===== src/rtl/lcv_mul_acc_seq.sv =====
// Sequential 2H x 2H -> 4H multiply-accumulate: one (H+1)x(H+1) signed partial
// product per cycle into a product register, then a 4H-bit accumulator register.
module lcv_mul_acc_seq #(
  parameter int HALF_WIDTH = 16
) (
  input  logic                    clk,
  input  logic                    rst,
  input  logic                    inp_valid,
  output logic                    inp_ready,
  input  logic [2*HALF_WIDTH-1:0] inp_a,
  input  logic [2*HALF_WIDTH-1:0] inp_b,
  input  logic                    inp_signed,
  input  logic                    inp_acc_en,
  input  logic [4*HALF_WIDTH-1:0] inp_acc,
  output logic                    outp_valid,
  input  logic                    outp_ready,
  output logic [4*HALF_WIDTH-1:0] outp_data
);

  localparam int H = HALF_WIDTH;
  localparam int W = 2 * H;
  localparam int R = 4 * H;
  localparam int P = 2 * H + 2;

  typedef enum logic [1:0] {S_IDLE, S_ISSUE, S_DRAIN, S_DONE} state_t;

  state_t              r_state;
  state_t              w_state_next;
  logic                r_live;
  logic [1:0]          r_step;
  logic [W-1:0]        r_a;
  logic [W-1:0]        r_b;
  logic                r_signed;
  logic signed [P-1:0] r_pp;
  logic [1:0]          r_shift;
  logic                r_pp_valid;
  logic [R-1:0]        r_acc;
  logic [R-1:0]        r_result;

  logic                w_accept;
  logic [H:0]          w_a_lo, w_a_hi, w_b_lo, w_b_hi;
  logic signed [H:0]   w_op_a, w_op_b;
  logic [1:0]          w_shift;
  logic signed [P-1:0] w_prod;
  logic [R-1:0]        w_pp_ext;
  logic [R-1:0]        w_addend;
  logic [R-1:0]        w_acc_sum;

  // r_live holds inp_ready low for the cycle that follows a reset edge.
  assign inp_ready  = r_live && (r_state == S_IDLE);
  assign w_accept   = inp_ready && inp_valid;
  assign outp_valid = (r_state == S_DONE);
  assign outp_data  = r_result;

  always_ff @(posedge clk) begin
    // NOTE: sequential state uses non-blocking assignments so every register
    // samples pre-edge values, independent of statement order.
    if (!rst) begin
      r_state <= S_IDLE;
      r_live  <= 1'b0;
    end else begin
      r_state <= w_state_next;
      r_live  <= 1'b1;
    end
  end

  always_comb begin
    // NOTE: default assigned first so no path leaves the signal unassigned,
    // which would otherwise infer a latch.
    w_state_next = r_state;
    case (r_state)
      S_IDLE:  if (w_accept) w_state_next = S_ISSUE;
      S_ISSUE: if (r_step == 2'd3) w_state_next = S_DRAIN;
      S_DRAIN: w_state_next = S_DONE;
      S_DONE:  if (outp_ready) w_state_next = S_IDLE;
      default: w_state_next = S_IDLE;
    endcase
  end

  // Low halves are always unsigned; high halves carry the sign in signed mode.
  assign w_a_lo = {1'b0, r_a[H-1:0]};
  assign w_b_lo = {1'b0, r_b[H-1:0]};
  assign w_a_hi = {r_signed & r_a[W-1], r_a[W-1:H]};
  assign w_b_hi = {r_signed & r_b[W-1], r_b[W-1:H]};

  always_comb begin
    w_op_a  = w_a_lo;
    w_op_b  = w_b_lo;
    w_shift = 2'd0;
    case (r_step)
      2'd1: begin w_op_b = w_b_hi; w_shift = 2'd1; end
      2'd2: begin w_op_a = w_a_hi; w_shift = 2'd1; end
      2'd3: begin w_op_a = w_a_hi; w_op_b = w_b_hi; w_shift = 2'd2; end
      default: ;
    endcase
  end

  assign w_prod   = w_op_a * w_op_b;
  assign w_pp_ext = {{(R-P){r_pp[P-1]}}, r_pp};

  always_comb begin
    w_addend = w_pp_ext;
    case (r_shift)
      2'd1:    w_addend = w_pp_ext << H;
      2'd2:    w_addend = w_pp_ext << (2 * H);
      default: ;
    endcase
  end

  assign w_acc_sum = r_acc + w_addend;

  always_ff @(posedge clk) begin
    if (!rst) begin
      r_step     <= 2'd0;
      r_a        <= '0;
      r_b        <= '0;
      r_signed   <= 1'b0;
      r_pp       <= '0;
      r_shift    <= 2'd0;
      r_pp_valid <= 1'b0;
      r_acc      <= '0;
      r_result   <= '0;
    end else begin
      r_pp_valid <= (r_state == S_ISSUE);
      if (r_state == S_ISSUE) begin
        r_pp    <= w_prod;
        r_shift <= w_shift;
        r_step  <= r_step + 2'd1;
      end
      if (w_accept) begin
        r_a      <= inp_a;
        r_b      <= inp_b;
        r_signed <= inp_signed;
        r_step   <= 2'd0;
        r_acc    <= inp_acc_en ? inp_acc : '0;
      end else if (r_pp_valid) begin
        r_acc <= w_acc_sum;
      end
      // The result register keeps the last answer after the accumulator is reloaded.
      if (r_state == S_DRAIN) r_result <= w_acc_sum;
    end
  end

endmodule

===== config.mk =====
export PLATFORM = sky130hd
export DESIGN_NAME = lcv_mul_acc_seq
export DESIGN_NICKNAME = d
export VERILOG_FILES = /design/src/rtl/lcv_mul_acc_seq.sv
export SDC_FILE = /design/constraint.sdc
export NUM_CORES = 1
export LEC_CHECK = 0
export CORE_ASPECT_RATIO = 0.9
export CORE_MARGIN = 2
export CORE_UTILIZATION = 64
export CTS_CLUSTER_SIZE = 40
export DETAILED_ROUTE_END_ITERATION = 10
export PLACE_DENSITY = 0.87
export SLEW_MARGIN = 20
export SYNTH_ARGS = -nofsm -noshare
export SYNTH_HDL_FRONTEND = slang
export SYNTH_SLANG_ARGS = --single-unit

===== constraint.sdc =====
create_clock -name clk -period 20.7 [get_ports clk]
set_input_delay 2.07 -clock clk [delete_from_list [all_inputs] [get_ports clk]]
set_output_delay 2.07 -clock clk [all_outputs]
set_load 0.01 [all_outputs]

==> flow_metrics.tcl <==
set metrics [dict create \
    worst_pin_slew_ps 1144 \
    place_hpwl_mm 58.61 \
    power_density_nw_per_um2 72.02 \
    tns_ps 0 \
    cts.sinks 235 \
    synthArstFlopShare_pct 0 \
    htree_levels 1 \
    ant_nets 0 \
    critPathLaunchType "register" \
    drt_iter0_drc 2246 \
    cp_common_cell "fa_1" \
    drt_first_pass_iters 9 \
    synth_edf_count 0 \
    slowest_stage "a21oi_1" \
    hold_class "register to register" \
    hold_viol 0 \
    drv_slew 0 \
    final_common_cell "nand2_1" \
    cts_tree "done" \
    finalWeightedCongestion 0.9801 \
    wl_per_cell_um 20.67 \
    die_area_sq_um 40330 \
    die_w_um 211.5 \
    cts_hold_buf 0 \
    clockRootBuffer "clkbuf_16" \
    crit_type "register to register" \
    critical-path-max-stage-delay_ps 710 \
    cts_buffers 26 \
    synth_compound_area_share_pct 15.95 \
    io_pins 200 \
    worst_slack_ps 12420 \
    syn_to_final_growth_pct 12.30 \
    synthXorXnorAreaFrac_pct 3.003 \
    rows 68 \
    skew_ps 16.89 \
    rsz0062_at_grt "no" \
    globalRouteOverflowTotal 0 \
    cp_max_fo 32 \
    synth_area_sq_um 24790 \
    start_util_pct 64.75 \
    required_ps 21100 \
    fp.coreArea_sq_um 38290 \
    setup_violations 0 \
    grt_max_degree 132 \
    synth.net_count 3591 \
    ys_seq_area_share_pct 18.98 \
    port_buffers 199 \
    yosys.area_share.simple_pct 16.32 \
    cts_setup_buffers 0 \
    synth-adder-area-share_pct 31.96 \
    clkLatencyLatePin_ps 560 \
    drc 0 \
    fin_crit_sh_pct 39.98 \
    cts_resized 0 \
    endpoint_kind "register" \
    drive_gt1_share_pct 3.985 \
    drv_cap 0 \
    arrival_ps 8670 \
    peakVddDrop_mv 0.07259 \
    ys_seq_elements 235 \
    nNetsFinal 3686 \
    vias 22320 \
    synth.area.mux_share_pct 5.865 \
    synth-main-ff-cell "dfxtp_1" \
    syn_area_per_cell_sq_um 8.258 \
    grt_pass1_wl_mm 118.4 \
    die_h_um 190.7 \
    synthCells 3002 \
    drt-total-wl_mm 74.49 \
    fin_crit_ps 8276 \
    ys_types 79 \
    grt_usage_pct 37.22 \
    status "finished, final reports clean" \
    timing.fmax_mhz 120.8 \
    mostFrequentLayoutCells "386 x nand2_1, 353 x inv_1, 315 x nor2_1" \
    place_ws_ps 12590 \
    grt_pass1_vias 22220 \
    slew-limit-headroom_pct 21.54 \
    p_leak_nw 12.66 \
    synth_top_family_by_area "adder cells" \
    clock_path_buffers 3 \
    rrSetupSlack_ps 12420 \
    ys_warn_count 0 \
    antenna_found_initial 1 \
    clkSlewWorstSetupHoldPaths_ps 60 \
    vias_per_cell 6.195 \
]
==> worst paths after layout <==
path / cells after the start / endpoint / from
worst max register to register: 28 / r_pp[33] / r_step[0]
worst min-delay path: 2 / r_a[0] / r_a[0]
worst min register to register: 2 / r_a[0] / r_a[0]
worst max-delay path: 28 / r_pp[33] / r_step[0]
==> synth_stat cells (3+ instances only) <==
library cell	number	area, sq um
nand2_1	387	1453
inv_1	353	1325
nor2_1	317	1190
fa_1	297	5946
a21oi_1	259	1296
dfxtp_1	235	4705
ha_1	158	1977
clkbuf_1	124	465.5
mux2i_1	116	1161
o21ai_0	77	385.4
a21o_1	68	510.5
a211oi_1	58	435.4
xnor2_1	58	508.0
nand3_1	44	220.2
nor3_1	30	150.1
nand4_1	29	181.4
xor2_1	27	236.5
and2_1	26	162.7
mux2_2	26	292.8
o21ai_1	23	115.1
a31oi_1	22	137.6
nor2b_1	20	125.1
buf_1	19	71.32
a221oi_1	18	157.7
and3_1	16	100.1
buf_2	16	80.08
o21bai_1	15	112.6
o21a_1	14	105.1
o31ai_1	14	105.1
nand2b_1	13	81.33
o211ai_1	13	97.59
nand3b_1	11	82.58
or2_2	9	56.30
or3_1	9	56.30
o22ai_1	6	37.54
a41oi_1	5	43.79
o31a_1	5	43.79
or4_1	5	37.54
and4_1	4	35.03
o2111ai_1	4	35.03
a311oi_1	3	26.28
nor4_1	3	18.77
==> power breakdown <==
group	leakage (nW)	switching [mW]	total (mW)	internal (mW)
Clock	0.399	0.198	0.462	0.263
Combinational	10.4	0.625	0.976	0.351
Sequential	1.91	0.0535	0.567	0.514
Total	12.7	0.877	2.01	1.13
==> final cells by class <==
cell class | count | area, sq um
multi-input combinational | 2251 | 18160
fill | 2968 | 10450
sequential | 235 | 4706
timing repair buffer | 228 | 2202
inverter | 355 | 1338
clock buffer | 37 | 753.2
tap | 490 | 613.1
clock inverter | 6 | 65.06
antenna | 1 | 2.502
==> cell families after synthesis <==
| group | Yosys count |
|---|---|
| adder cells (fa/ha/maj) | 455 |
| AO/OA/AOI/OAI | 635 |
| buffers and inverters | 516 |
| XOR/XNOR | 85 |
| AND/OR/NAND/NOR | 934 |
| flip-flops | 235 |
| multiplexers | 142 |
==> sequential cells by signal (all words and copies together), names as in the netlist, 2 cells and up <==
name and count:
outp_data 64, r_a 32, r_acc 64, r_b 32, r_pp 34, r_shift 2, r_state 2, r_step 2
==> routing by layer <==
metal | vias to the layer above | global-route usage, % | wire [um]
met2 | 1082 | 58.87 | 34120
met3 | 166 | 8.070 | 7369
met4 | 0 | 11.54 | 2305
met1 | 10950 | 51.24 | 30690
li1 | 10120 | - | -
met5 | - | 0 | 0
==> worst max-delay path, delay by kind of cell, from the launching register on <==
family | cells | cell delay, ps
DFF | 1 | 430
buffers and inverters | 6 | 700
and+or+nand+nor | 5 | 1010
AOI/OAI and AO/OA | 9 | 2300
adders and majority gates | 8 | 3650
==> stage by stage <==
step                      instance area [sq um]  cells  hold slack [ps]  power (mW)  util (%)
after global routing                      27840   3603            472.0       2.113     72.72
after CTS                                 27830   3602            457.1       1.986     72.69
after global placement                    27010   3559            441.2       1.504     70.56
after detailed placement                  27010   3559            447.4       1.523     70.56
after floorplan                           24790   3002            431.8       1.232         -
final                                     27840   3603            458.0       2.005     72.72
No activity file was read; power rests on OpenSTA's default activity.
